<file path="src/rtl/pe_mac_acc.sv">
// Purpose : multiply-accumulate PE computing one signed dot product per job
//           (iact FIFO x preloaded weight scratchpad) for the PE array.
// Latency : N+2 cycles from start to psum_valid with a prefilled FIFO;
//           2 cycles from the last iact pop to psum_valid.
// Backpressure: iact_ready drops while the FIFO is full; the result is held
//           in DONE (valid/dout stable) until psum_ready.
//
// Ports (pe_mac_acc):
//   clk, rstN                 rising-edge clock, synchronous active-low reset
//   start, cfg_num_ch         job start (IDLE only), channel count sampled on start
//   wght_we/addr/din          weight scratchpad write port (IDLE only)
//   iact_valid/din/ready      iact push interface into the FIFO
//   psum_valid/dout/ready     result handshake
//   busy                      high whenever the engine is not IDLE
//   fifo_count                current iact FIFO occupancy
//   psum_sat                  sticky saturation flag (PE_MAC_ACC_SATURATE_EN only)
//
// Build option: define PE_MAC_ACC_SATURATE_EN to make every accumulate step
// saturate instead of wrap and to add the psum_sat output.

// Generic synchronous FIFO used for the iact queue.
// Latency: pushed data visible at the head one cycle after the push.
// Backpressure: wr_rdy low when full; a pop in a full cycle still happens.
module pe_mac_acc_fifo #(
   parameter int DAT_W  = 8,
   parameter int ADDR_W = 4
) (
   input  logic              clk,
   input  logic              rstN,
   input  logic              wr_vld,
   output logic              wr_rdy,
   input  logic [DAT_W-1:0]  wr_dat,
   output logic              rd_vld,
   input  logic              rd_rdy,
   output logic [DAT_W-1:0]  rd_dat,
   output logic [ADDR_W:0]   count
);

   localparam int DEPTH = 1 << ADDR_W;
   localparam logic [ADDR_W:0] FULL_CNT = (ADDR_W+1)'(DEPTH);

   logic [DAT_W-1:0]  mem [DEPTH];
   logic [ADDR_W-1:0] wr_ptr;
   logic [ADDR_W-1:0] rd_ptr;
   logic              push;
   logic              pop;

   assign wr_rdy = (count != FULL_CNT);
   assign rd_vld = (count != '0);
   assign push   = wr_vld && wr_rdy;
   assign pop    = rd_vld && rd_rdy;
   assign rd_dat = mem[rd_ptr];

   // Pointers are exactly ADDR_W bits wide, so they wrap modulo DEPTH.
   always_ff @(posedge clk) begin
      if (!rstN) begin
         wr_ptr <= '0;
         rd_ptr <= '0;
         count  <= '0;
      end else begin
         if (push) wr_ptr <= wr_ptr + 1'b1;
         if (pop)  rd_ptr <= rd_ptr + 1'b1;
         case ({push, pop})
            2'b10:   count <= count + 1'b1;
            2'b01:   count <= count - 1'b1;
            default: count <= count;
         endcase
      end
   end

   // Storage is not reset; only the pointers define what is valid.
   always_ff @(posedge clk) begin
      if (push) mem[wr_ptr] <= wr_dat;
   end

endmodule

module pe_mac_acc #(
   parameter int DATA_BITWIDTH      = 8,
   parameter int NUM_OF_CHANNEL     = 32,
   parameter int WGHT_ADDR_BITWIDTH = 5,
   parameter int FIFO_ADDR_BITWIDTH = 4,
   parameter int PSUM_BITWIDTH      = 21,
   parameter int CH_CNT_BITWIDTH    = 6
) (
   input  logic                          clk,
   input  logic                          rstN,
   input  logic                          start,
   input  logic [CH_CNT_BITWIDTH-1:0]    cfg_num_ch,
   input  logic                          wght_we,
   input  logic [WGHT_ADDR_BITWIDTH-1:0] wght_addr,
   input  logic [DATA_BITWIDTH-1:0]      wght_din,
   input  logic                          iact_valid,
   input  logic [DATA_BITWIDTH-1:0]      iact_din,
   output logic                          iact_ready,
   output logic                          psum_valid,
   output logic [PSUM_BITWIDTH-1:0]      psum_dout,
   input  logic                          psum_ready,
   output logic                          busy,
`ifdef PE_MAC_ACC_SATURATE_EN
   output logic                          psum_sat,
`endif
   output logic [FIFO_ADDR_BITWIDTH:0]   fifo_count
);

   localparam int WGHT_DEPTH = 1 << WGHT_ADDR_BITWIDTH;
   localparam int PROD_W     = 2 * DATA_BITWIDTH;
   localparam logic [CH_CNT_BITWIDTH-1:0] NCH_MAX = CH_CNT_BITWIDTH'(NUM_OF_CHANNEL);
   localparam logic [CH_CNT_BITWIDTH-1:0] CH_ONE  = CH_CNT_BITWIDTH'(1);

   typedef enum logic [1:0] {
      S_IDLE  = 2'd0,
      S_ACCUM = 2'd1,
      S_FLUSH = 2'd2,
      S_DONE  = 2'd3
   } state_t;

   state_t state_q;
   state_t state_d;

   // ---------------------------------------------------------------
   // iact FIFO: pushes in any state, pops only while accumulating
   // ---------------------------------------------------------------
   logic                            fifo_rd_vld;
   logic                            fifo_rd_rdy;
   logic signed [DATA_BITWIDTH-1:0] iact_head;
   logic                            pop;
   logic                            last_pop;

   assign fifo_rd_rdy = (state_q == S_ACCUM);
   assign pop         = fifo_rd_vld && fifo_rd_rdy;

   pe_mac_acc_fifo #(
      .DAT_W  (DATA_BITWIDTH),
      .ADDR_W (FIFO_ADDR_BITWIDTH)
   ) u_iact_fifo (
      .clk    (clk),
      .rstN   (rstN),
      .wr_vld (iact_valid),
      .wr_rdy (iact_ready),
      .wr_dat (iact_din),
      .rd_vld (fifo_rd_vld),
      .rd_rdy (fifo_rd_rdy),
      .rd_dat (iact_head),
      .count  (fifo_count)
   );

   // ---------------------------------------------------------------
   // Weight scratchpad: writable only while IDLE so a running job
   // always sees a stable weight set. Contents are never reset.
   // ---------------------------------------------------------------
   logic signed [DATA_BITWIDTH-1:0] wght_mem [WGHT_DEPTH];
   logic signed [DATA_BITWIDTH-1:0] wght_rd;

   always_ff @(posedge clk) begin
      if (wght_we && (state_q == S_IDLE)) wght_mem[wght_addr] <= wght_din;
   end

   // ---------------------------------------------------------------
   // Job control registers
   // ---------------------------------------------------------------
   logic [CH_CNT_BITWIDTH-1:0] ch_cnt_q;
   logic [CH_CNT_BITWIDTH-1:0] n_q;
   logic [CH_CNT_BITWIDTH-1:0] n_eff;
   logic                       job_start;

   assign job_start = (state_q == S_IDLE) && start;

   // A zero count means "full job"; oversize requests are clamped.
   assign n_eff = ((cfg_num_ch == '0) || (cfg_num_ch > NCH_MAX)) ? NCH_MAX : cfg_num_ch;

   assign wght_rd  = wght_mem[ch_cnt_q[WGHT_ADDR_BITWIDTH-1:0]];
   assign last_pop = pop && (ch_cnt_q == (n_q - CH_ONE));

   // ---------------------------------------------------------------
   // Two-stage datapath: product register, then accumulate. The
   // product valid bit only follows real pops, so an empty-FIFO stall
   // inserts no extra add and costs no cycle once data returns.
   // ---------------------------------------------------------------
   logic signed [PROD_W-1:0]        prod_d;
   logic signed [PROD_W-1:0]        prod_q;
   logic                            prod_vld_q;
   logic signed [PSUM_BITWIDTH-1:0] prod_ext;
   logic signed [PSUM_BITWIDTH-1:0] acc_q;
   logic signed [PSUM_BITWIDTH-1:0] acc_next;
   logic                            step_sat;

   assign prod_d   = PROD_W'(iact_head) * PROD_W'(wght_rd);
   assign prod_ext = PSUM_BITWIDTH'(prod_q);

`ifdef PE_MAC_ACC_SATURATE_EN
   localparam logic signed [PSUM_BITWIDTH-1:0] PSUM_MAX = {1'b0, {(PSUM_BITWIDTH-1){1'b1}}};
   localparam logic signed [PSUM_BITWIDTH-1:0] PSUM_MIN = {1'b1, {(PSUM_BITWIDTH-1){1'b0}}};

   logic signed [PSUM_BITWIDTH:0] sum_wide;
   logic                          sat_q;

   // One guard bit: overflow when the two top bits of the sum disagree,
   // and the guard bit then carries the true sign of the result.
   assign sum_wide = {acc_q[PSUM_BITWIDTH-1], acc_q} + {prod_ext[PSUM_BITWIDTH-1], prod_ext};
   assign step_sat = (sum_wide[PSUM_BITWIDTH] != sum_wide[PSUM_BITWIDTH-1]);

   always_comb begin
      acc_next = sum_wide[PSUM_BITWIDTH-1:0];
      if (step_sat) acc_next = sum_wide[PSUM_BITWIDTH] ? PSUM_MIN : PSUM_MAX;
   end

   always_ff @(posedge clk) begin
      if (!rstN) begin
         sat_q <= 1'b0;
      end else if (job_start) begin
         sat_q <= 1'b0;
      end else if (prod_vld_q && step_sat) begin
         sat_q <= 1'b1;
      end
   end

   assign psum_sat = sat_q;
`else
   assign step_sat = 1'b0;
   assign acc_next = acc_q + prod_ext;
`endif

   always_ff @(posedge clk) begin
      if (!rstN) begin
         ch_cnt_q   <= '0;
         n_q        <= '0;
         prod_q     <= '0;
         prod_vld_q <= 1'b0;
         acc_q      <= '0;
         psum_dout  <= '0;
      end else if (job_start) begin
         n_q        <= n_eff;
         ch_cnt_q   <= '0;
         acc_q      <= '0;
         prod_vld_q <= 1'b0;
      end else begin
         prod_vld_q <= pop;
         if (pop) begin
            prod_q   <= prod_d;
            ch_cnt_q <= ch_cnt_q + CH_ONE;
         end
         if (prod_vld_q) acc_q <= acc_next;
         // The output register loads only with the final sum, so it
         // holds the previous result through the next job.
         if (state_q == S_FLUSH) psum_dout <= acc_next;
      end
   end

   // ---------------------------------------------------------------
   // Control FSM
   // ---------------------------------------------------------------
   always_ff @(posedge clk) begin
      if (!rstN) state_q <= S_IDLE;
      else       state_q <= state_d;
   end

   always_comb begin
      state_d    = state_q;
      psum_valid = 1'b0;
      busy       = 1'b1;
      case (state_q)
         S_IDLE: begin
            busy = 1'b0;
            if (start) state_d = S_ACCUM;
         end
         S_ACCUM: begin
            if (last_pop) state_d = S_FLUSH;
         end
         S_FLUSH: begin
            state_d = S_DONE;
         end
         S_DONE: begin
            psum_valid = 1'b1;
            if (psum_ready) state_d = S_IDLE;
         end
         default: begin
            state_d = S_IDLE;
         end
      endcase
   end

endmodule
</file>
<file path="config.mk">
export PLATFORM = sky130hd
export DESIGN_NAME = pe_mac_acc
export DESIGN_NICKNAME = d
export VERILOG_FILES = /design/src/rtl/pe_mac_acc.sv
export SDC_FILE = /design/constraint.sdc
export NUM_CORES = 1
export LEC_CHECK = 0
export BUFFER_PORTS_ARGS = -buffer_cell sky130_fd_sc_hd__buf_4
export CAP_MARGIN = 20
export CELL_PAD_IN_SITES_DETAIL_PLACEMENT = 0
export CELL_PAD_IN_SITES_GLOBAL_PLACEMENT = 1
export CORE_MARGIN = 5
export CORE_UTILIZATION = 30
export CTS_CLUSTER_DIAMETER = 200
export DETAILED_ROUTE_END_ITERATION = 12
export PLACE_DENSITY = 0.61
export SYNTH_ARGS = -nofsm -noshare
export SYNTH_HDL_FRONTEND = slang
export SYNTH_SLANG_ARGS = --single-unit
</file>
<file path="constraint.sdc">
create_clock -name clk -period 6.86 [get_ports clk]
set_clock_uncertainty 0.15 [all_clocks]
set_input_delay 0.343 -clock clk [delete_from_list [all_inputs] [get_ports clk]]
set_output_delay 0.343 -clock clk [all_outputs]
set_load 0.1 [all_outputs]
</file>
==> key figures <==
Status
  – Run status: completed

Routing
  – TritonRoute pass-1 iters: 5
  – Initial DRC count: 909
  – Via count: 11930
  – Routed vias/inst: 4.656
  – Post-Route WL: 48730 µm
  – DR WL/cell: 19.01 µm
  – DR DRC count: 0
  – Antenna viol nets, final: 0

Min path
  – Hold WC Path Type: input pin to flop
  – Hold path cells: 4
  – Hold Startpoint: cfg_num_ch[4]

STA
  – Final hold violation count: 0
  – Min Tclk post-route: 6437 ps
  – Worst-margin pin slew: 1051 ps
  – Fin. max-slew vios: 0
  – Setup violations, final: 0
  – Period utilization: 93.83%
  – FMAX: 155.4 MHz
  – Worst slew margin: 29.70%

Yosys
  – Prevailing post-synth register cell: edfxtp_1
  – Syn Area/Cell: 15.15 µm²
  – Post-synth EDFFs: 384
  – Post-Synthesis Cells: 1452
  – Post-synthesis net count: 1607
  – Sequential area share after synthesis: 61.07%
  – Yosys warning count: 0
  – FF+latch count, synth: 479
  – Cell Area, Synth: 22000 µm²
  – Netlist cell types: 59
  – Ys async rst share: 0%

Setup path
  – Startpoint types: flop
  – Required time worst endpoint: 7180 ps
  – Crit path max fanout: 13
  – Worst Path Arrival: 6760 ps
  – CP Class: flop to flop
  – R2R cell count: 19
  – CP endpoint kind: flop

Floorplanning
  – Core area: 72830 µm²
  – Die W: 280.8 µm
  – IO Pins: 62
  – Row cnt: 99
  – Die H: 280.8 µm
  – Initial Util: 30.20%
  – Area of the die: 78830 µm²

Cells and area
  – Layout area overhead: 16.83%
  – Layout cell share with drive strength beyond 1: 19.65%
  – Final Cell Area: 25700 µm²
  – Fin nets: 1716

Global route
  – Number of global-route vias before repair: 12470
  – Total congestion overflow: 0
  – Initial antenna violation count: 2
  – Largest net degree at the start of global routing: 52
  – Global-route wire length before repair: 75840 µm
  – GRT Total Usage: 12.40%

Power and ir drop
  – Total power: 11.11 mW
  – Pleak: 8.819 nW
  – Maximum vdd drop: 0.5649 mV
  – Power Density: 432.4 nW/µm²

Clocking
  – Clock Sinks: 479
  – Root Driver: clkbuf_16
  – Max Root-Sink Buffers: 3
  – CTS buffer count: 51
  – CTS resizes: 0
  – CTS tree: done
  – Clock slew at reported path FFs: 60 ps
  – Skew-Pair Late Insertion Delay: 610 ps
  – H-tree lvl count: 2

Place
  – RePlAce Congestion: 0.7931
  – Post-DP HPWL: 32960 µm
  – PortBufs: 61
  – Placed Area: 23680 µm²

Flow run
  – # Max-Cap Violations: 0
## metal layers
metal  global-route usage (%)  share of wire, %
met1                    17.35                46
met2                    20.27                48
met3                    2.068               4.1
met4                    3.126               2.0
met5                        0                 0
## cell type report
class                           instances  area, µm²
Sequential cell                       479      13440
Tap cell                              959       1200
Fill cell                            6976      47140
Timing Repair Buffer                  115      991.0
Antenna cell                            1      2.502
Inverter                               98      367.9
Clock inverter                         34      407.9
Clock buffer                           61       1344
Multi-Input combinational cell        816       7946
## cells by family (layout without fill, tap and decap cells)
logic type,count (synthesis),count (layout),synth area share [%]
compound gates,134,134,3.692
xor+xnor,54,54,2.150
fa+ha+maj,122,122,8.885
buf+inv,157,308,2.895
flops,479,479,61.07
mux,157,157,14.03
other cells,0,1,0
simple gates,349,349,7.281
## report_power, final
group	switching, mW	internal (mW)	leakage, nW
clock	1.17	1.67	0.849
combinational	2.80	2.13	3.74
sequential	0.0870	3.24	4.23
## placed cells by master (no fill, tap or decap), types with 9 or more instances in the layout
cell type,count
o21ai_0,30
clkbuf_16,51
nand2_1,75
a21o_1,14
nor2b_1,9
a21oi_1,46
nor2_1,161
dfxtp_1,92
nor3_1,9
dlygate4sd3_1,21
clkinv_2,10
clkinv_1,10
ha_1,65
nand3b_1,12
xnor2_1,31
mux4_2,113
inv_1,96
edfxtp_1,384
nand2b_1,15
nand3_1,14
xor2_1,23
nand4_1,10
fa_1,57
mux2i_1,29
buf_4,88
## final timing paths
path | end | slack [ps]
max | prod_q[15]$_SDFFE_PN0P_ | 420
min | n_q[4]$_SDFFE_PN0P_ | 50
max reg2reg | prod_q[15]$_SDFFE_PN0P_ | 420
min reg2reg | prod_q[12]$_SDFFE_PN0P_ | 310
## state kept, by name (all words and copies together), names as in the netlist, named ones only
signal and cells:
u_iact_fifo.count 5, prod_vld_q 1, u_iact_fifo.wr_ptr 4, state_q 2
psum_dout 21, wght_mem 256, ch_cnt_q 6, acc_q 21
n_q 6, u_iact_fifo.mem 128, prod_q 16, u_iact_fifo.rd_ptr 4
## synthesized netlist by cell type (all sizes together), types with 9 or more instances
cell,count,area [µm²]
xnor2,31,271.5
nand3b,12,90.09
fa,57,1141
nor2,161,604.3
mux2i,37,461.7
dfxtp,95,1902
o21ai,35,175.2
a21oi,46,230.2
nand4,10,62.56
edfxtp,384,11530
nor2b,9,56.30
buf,26,145.1
nor3,13,65.06
nand3,14,70.07
nand2b,15,93.84
nand2,75,281.5
a21o,14,105.1
clkbuf,33,123.9
xor2,23,201.4
inv,97,364.1
mux4,113,2545
ha,65,813.3
## per-stage QoR
step | hold WS [ps] | cells | util (%) | TNS, ps | worst slack (ps)
2_1_floorplan | 279.1 | 1452 | - | 0 | 903.4
3_3_place_gp | 299.0 | 2439 | 32.51 | 0 | 398.0
3_5_place_dp | 307.8 | 2439 | 32.51 | 0 | 310.6
4_1_cts | 1.287 | 2555 | 35.21 | 0 | 285.5
5_1_grt | 37.83 | 2563 | 35.28 | -3.197 | -3.197
6_report | 46.44 | 2563 | 35.28 | 0 | 422.9
## what timing repair did
action	4_1_cts	5_1_grt
endpoints found under the hold margin	323	0
buffers inserted	0	7
hold buffers	21	0
endpoints found under the setup margin	0	1
## critical path, stage by stage, from the launching register on
cell and delay [ps]:
dfxtp_4 480, buf_12 210, mux4_2 510, mux4_2 520, mux2i_4 320, or2_1 240
inv_1 80, fa_1 650, inv_1 140, fa_1 570, fa_1 430, fa_1 490
inv_1 40, ha_1 320, and3_1 200, and3_1 180, a211oi_1 360, a21oi_1 130
xnor2_1 170, o21ai_0 80
No activity file was read; power rests on OpenSTA's default activity.
